<file path="src/rtl/fifo_uart_tx_pkg.sv">
// fifo_uart_tx shared types: FSM state encoding and line constants.
// Optional parity frame bit is enabled by FIFO_UART_TX_PARITY_EN.
package fifo_uart_tx_pkg;

  localparam int   DATA_W     = 8;
  localparam logic IDLE_LEVEL = 1'b1;

  typedef enum logic [2:0] {
    IDLE,
    WAIT,
    START,
    DATA,
    PARITY,
    STOP
  } state_t;

endpackage

</file>
<file path="src/rtl/fifo_uart_tx_baud.sv">
// baud_tick_gen: bit-period counter for fifo_uart_tx.
// Emits a one-cycle tick on the last cycle of every bit period.
module baud_tick_gen #(
  parameter int CLKS_PER_BIT = 868
) (
  input  logic clk,
  input  logic rst,
  input  logic clr,
  output logic tick
);

  localparam int W = (CLKS_PER_BIT > 1) ? $clog2(CLKS_PER_BIT) : 1;
  localparam logic [W-1:0] LAST = W'(CLKS_PER_BIT - 1);

  logic [W-1:0] cnt;

  always_ff @(posedge clk) begin
    if (rst || clr) begin
      cnt <= '0;
    end else if (cnt == LAST) begin
      cnt <= '0;
    end else begin
      cnt <= cnt + 1'b1;
    end
  end

  assign tick = ~clr & (cnt == LAST);

endmodule

</file>
<file path="src/rtl/fifo_uart_tx.sv">
// fifo_uart_tx: pops bytes from a byte FIFO and sends them as UART frames.
// Define FIFO_UART_TX_PARITY_EN to append an even-parity bit after DATA.
module fifo_uart_tx
  import fifo_uart_tx_pkg::*;
#(
  parameter int CLKS_PER_BIT = 868,
  parameter int STOP_BITS    = 1,
  parameter int CNT_W        = 16
) (
  input  logic             clk,
  input  logic             rst,
  input  logic             tx_en,
  input  logic             fifo_empty,
  input  logic [7:0]       fifo_data,
  output logic             fifo_r_en,
  output logic             tx_line,
  output logic             busy,
  output logic [CNT_W-1:0] frame_cnt
);

  localparam logic [2:0] LAST_DATA = 3'(DATA_W - 1);
  localparam logic [2:0] LAST_STOP = 3'(STOP_BITS - 1);

  state_t            state;
  state_t            state_n;
  logic              tick;
  logic              baud_clr;
  logic [DATA_W-1:0] data_q;
  logic [2:0]        bit_cnt;

  baud_tick_gen #(
    .CLKS_PER_BIT(CLKS_PER_BIT)
  ) u_baud (
    .clk (clk),
    .rst (rst),
    .clr (baud_clr),
    .tick(tick)
  );

  always_ff @(posedge clk) begin
    if (rst) begin
      state <= IDLE;
    end else begin
      state <= state_n;
    end
  end

  always_comb begin
    state_n = state;
    unique case (state)
      IDLE:   if (fifo_r_en) state_n = WAIT;
      WAIT:   state_n = START;
      START:  if (tick) state_n = DATA;
      DATA: begin
        if (tick && bit_cnt == LAST_DATA) begin
`ifdef FIFO_UART_TX_PARITY_EN
          state_n = PARITY;
`else
          state_n = STOP;
`endif
        end
      end
      PARITY: if (tick) state_n = STOP;
      STOP: begin
        if (tick && bit_cnt == LAST_STOP) state_n = IDLE;
      end
      default: state_n = IDLE;
    endcase
  end

  // Pop is gated by reset too so no byte is consumed while held in reset.
  always_comb begin
    fifo_r_en = 1'b0;
    busy      = 1'b1;
    baud_clr  = 1'b0;
    unique case (state)
      IDLE: begin
        fifo_r_en = tx_en & ~fifo_empty & ~rst;
        busy      = 1'b0;
        baud_clr  = 1'b1;
      end
      WAIT:    baud_clr = 1'b1;
      default: ;
    endcase
  end

  always_ff @(posedge clk) begin
    if (rst) begin
      tx_line   <= IDLE_LEVEL;
      data_q    <= '0;
      bit_cnt   <= '0;
      frame_cnt <= '0;
    end else begin
      unique case (state)
        IDLE: tx_line <= IDLE_LEVEL;
        WAIT: begin
          data_q  <= fifo_data;
          tx_line <= ~IDLE_LEVEL;
          bit_cnt <= '0;
        end
        START: begin
          if (tick) begin
            tx_line <= data_q[0];
            bit_cnt <= '0;
          end
        end
        DATA: begin
          if (tick) begin
            if (bit_cnt == LAST_DATA) begin
              bit_cnt <= '0;
`ifdef FIFO_UART_TX_PARITY_EN
              tx_line <= ^data_q;
`else
              tx_line <= IDLE_LEVEL;
`endif
            end else begin
              bit_cnt <= bit_cnt + 3'd1;
              tx_line <= data_q[bit_cnt + 3'd1];
            end
          end
        end
        PARITY: begin
          if (tick) begin
            tx_line <= IDLE_LEVEL;
            bit_cnt <= '0;
          end
        end
        STOP: begin
          if (tick) begin
            if (bit_cnt == LAST_STOP) begin
              bit_cnt   <= '0;
              frame_cnt <= frame_cnt + 1'b1;
            end else begin
              bit_cnt <= bit_cnt + 3'd1;
            end
          end
        end
        default: tx_line <= IDLE_LEVEL;
      endcase
    end
  end

endmodule

</file>
<file path="config.mk">
export PLATFORM = sky130hd
export DESIGN_NAME = fifo_uart_tx
export DESIGN_NICKNAME = d
export VERILOG_FILES = /design/src/rtl/fifo_uart_tx_pkg.sv /design/src/rtl/fifo_uart_tx_baud.sv /design/src/rtl/fifo_uart_tx.sv
export SDC_FILE = /design/constraint.sdc
export NUM_CORES = 1
export LEC_CHECK = 0
export ABC_AREA = 0
export CAP_MARGIN = 20
export CORE_ASPECT_RATIO = 0.6
export CORE_MARGIN = 2
export CORE_UTILIZATION = 53
export CTS_CLUSTER_SIZE = 12
export DETAILED_ROUTE_END_ITERATION = 10
export GPL_TIMING_DRIVEN = 0
export PLACE_DENSITY = 0.78
export SLEW_MARGIN = 40
export SYNTH_ARGS = -nofsm -noshare
export SYNTH_HDL_FRONTEND = slang
export SYNTH_HIERARCHICAL = 1
export SYNTH_SLANG_ARGS = --single-unit
</file>
<file path="constraint.sdc">
create_clock -name clk -period 3 [get_ports clk]
set_input_delay 0.9 -clock clk [delete_from_list [all_inputs] [get_ports clk]]
set_output_delay 0.9 -clock clk [all_outputs]
set_load 0.03 [all_outputs]
</file>
==> metrics.yaml <==
hold_violations: 0
yosysWarnings: 6
antenna_found_initial: 0
syn_area_per_cell_um2: 8.58
maxCapViolations: 0
fmax_mhz: 340
critPathMaxFanout: 7
cts_inserted_buffers: 5
synth_top_area_share: 0.395
cp-start-kind: "input port"
first_iter_violations: 139
grt_pass1_wl_mm: 7.44
synth_ff_type: "dfxtp_1"
grt-ovfl-total: 0
diodes: 0
setup_viol: 0
vdd_drop_max_mv: 0.370
swShare: 0.316
area_delta_synth_final_pct: 22.3
yosysMostFrequentCell: "dfxtp_1"
leakagePower_nw: 0.870
reg2reg_slack_ps: 240
wirelength_mm: 4.42
syn_area_um2: 2080
seqPwrFrac: 0.449
drc: 0
ff2ff_path_depth: 9
relSlewSlack: 0.649
critPathLaunch: "rst"
holdPathStages: 1
place_congestion: 0.835
cts_tree: "built"
synth_commonest_cells: "dfxtp_1, nor2_1, a21oi_1, nand2_1, xnor2_1"
worstSetupPathType: "input port to primary output"
worstSkewPairLatency_ps: 290
ys_top_cells_by_area: "dfxtp_1, nor2_1, xnor2_1, a21oi_1, mux2i_1"
ys_types: 47
die_area_um2: 4450
ys_seq_area_frac: 0.395
holdBufCountCts: 0
intPower_w: 0.000929
hold_slack_ps: 472
io_pins: 31
cp.arrival_ps: 2040
p_switching_w: 0.000429
worstMarginPinSlew_ps: 527
layout_min_cycle_time_ps: 2940
synth.largest_area_cell: "dfxtp_1"
reg2reg_from: "u_baud/cnt[0]"
synthCells: 242
end_kind: "primary output"
clk_path_buf_depth: 2
rsz0062_at_grt: "false"
design.core.area_um2: 3720
p_clk_frac: 0.255
worst_slack_ps: 60.7
power_frac_comb: 0.296
portBuffers: 30
cp-endpoint: "fifo_r_en"
h-tree-depth: 2
place_hpwl_mm: 3.25
synth_edf_count: 0
grt_usage: 0.214
preCtsSetupSlack_ps: -568
hold_path.class: "flop to flop"
required_ps: 2100
ys_async_sr_fraction: 0
cts_sinks: 41
ant_nets: 0
finalCritPeriodShare: 0.980
root_buffer: "clkbuf_8"
die_x_um: 84.8
clk_pin_slew_ps: 70
grt_pass1_vias: 1627
r2r-end: "frame_cnt[15]"
p_per_area_nw_per_um2: 535
final_layout_size_suffix_gt1_frac: 0.100
wl_per_cell_um: 13.5
grt_max_degree: 13
ys_seq_elements: 41
rows: 17
dieHeight_um: 52.5
synthesis.nets: 260
viasPerCell: 5.55
slew_viol_final: 0
clock_skew_ps: 7.73
status: "finished, final reports clean"
initial_core_util: 0.558
first_pass_iters: 4
vias: 1814
final_nets: 297
## power groups by stage
stage / sequential (W) / combinational (W) / clock, W
floorplan: 0.000627 / 0.000286 / 0
global placement: 0.000622 / 0.000388 / 0
detailed placement: 0.000623 / 0.000395 / 0
CTS: 0.000610 / 0.000395 / 0.000350
global route: 0.000616 / 0.000443 / 0.000375
finish: 0.000610 / 0.000402 / 0.000347
## timing repair
| action | CTS | global route |
|---|---|---|
| gates resized for setup | 7 | 6 |
| buffers inserted | 0 | 0 |
| endpoints found under the hold margin | 0 | 0 |
| cloned | 0 | 0 |
| setup endpoints to repair | 1 | 7 |
## flip-flops by register name, summed over array words and instances (netlist names)
signal / flops
state: 3
data_q: 8
u_baud/cnt: 10
bit_cnt: 3
tx_line: 1
frame_cnt: 16
## cell families after synthesis
kind of cell             count (synthesis)  synth area share
AO/OA/AOI/OAI                           44             0.134
XOR/XNOR                                14            0.0590
multiplexers                            11            0.0657
flip-flops                              41             0.395
buffers and inverters                   24            0.0458
AND/OR/NAND/NOR                        102             0.264
adder cells (fa/ha/maj)                  6            0.0361
## worst max-delay path: stages
cell             delay, ps
clkdlybuf4s50_1        420
buf_2                  190
nor3b_4                210
nor2b_1                160
buf_4                  170
## per-stage QoR
stage	cells	TNS [ps]	cell area (um2)	total power, W	util
after floorplan	242	0	2080	0.000914	-
after global placement	319	-566	2440	0.00101	0.654
after detailed placement	319	-568	2440	0.00102	0.654
after CTS	327	0	2520	0.00135	0.677
after global routing	327	0	2540	0.00143	0.682
final	327	0	2540	0.00136	0.682
## area by class of cell
cell class,instances,area [um2]
clock inverters,2,10.0
well taps,47,58.8
flip-flops and latches,41,821
inverters,11,41.3
repair buffers,30,298
plain buffers,13,55.1
clock buffers,6,72.6
multi-input cells,177,1180
fillers,296,1180
## layout by cell type, fill, tap and decap left out, types with 8 or more instances in the layout
cell type and count:
a21oi_1 18, clkbuf_1 8, clkdlybuf4s50_1 29, dfxtp_1 41, inv_1 11, mux2i_1 8, nand2_1 17, nand3_1 10
nor2_1 30, o21ai_0 10, or3_1 8, xnor2_1 12
## how the worst min path moves through the flow
stage | from | to | slack, ps
CTS | u_baud/cnt[0] | u_baud/cnt[0] | 480
global route | bit_cnt[1] | bit_cnt[1] | 510
detailed placement | u_baud/cnt[0] | u_baud/cnt[0] | 460
global placement | u_baud/cnt[0] | u_baud/cnt[0] | 450
floorplan | u_baud/cnt[0] | u_baud/cnt[0] | 430
finish | u_baud/cnt[0] | u_baud/cnt[0] | 470
## layer usage
layer	vias up	global-route usage	routed length [um]
met5	-	0	0
met4	0	0.0714	48
met3	5	0.0488	196
met2	39	0.319	1770
met1	840	0.307	2400
li1	930	-	-
(Power assumes the default switching activity.)
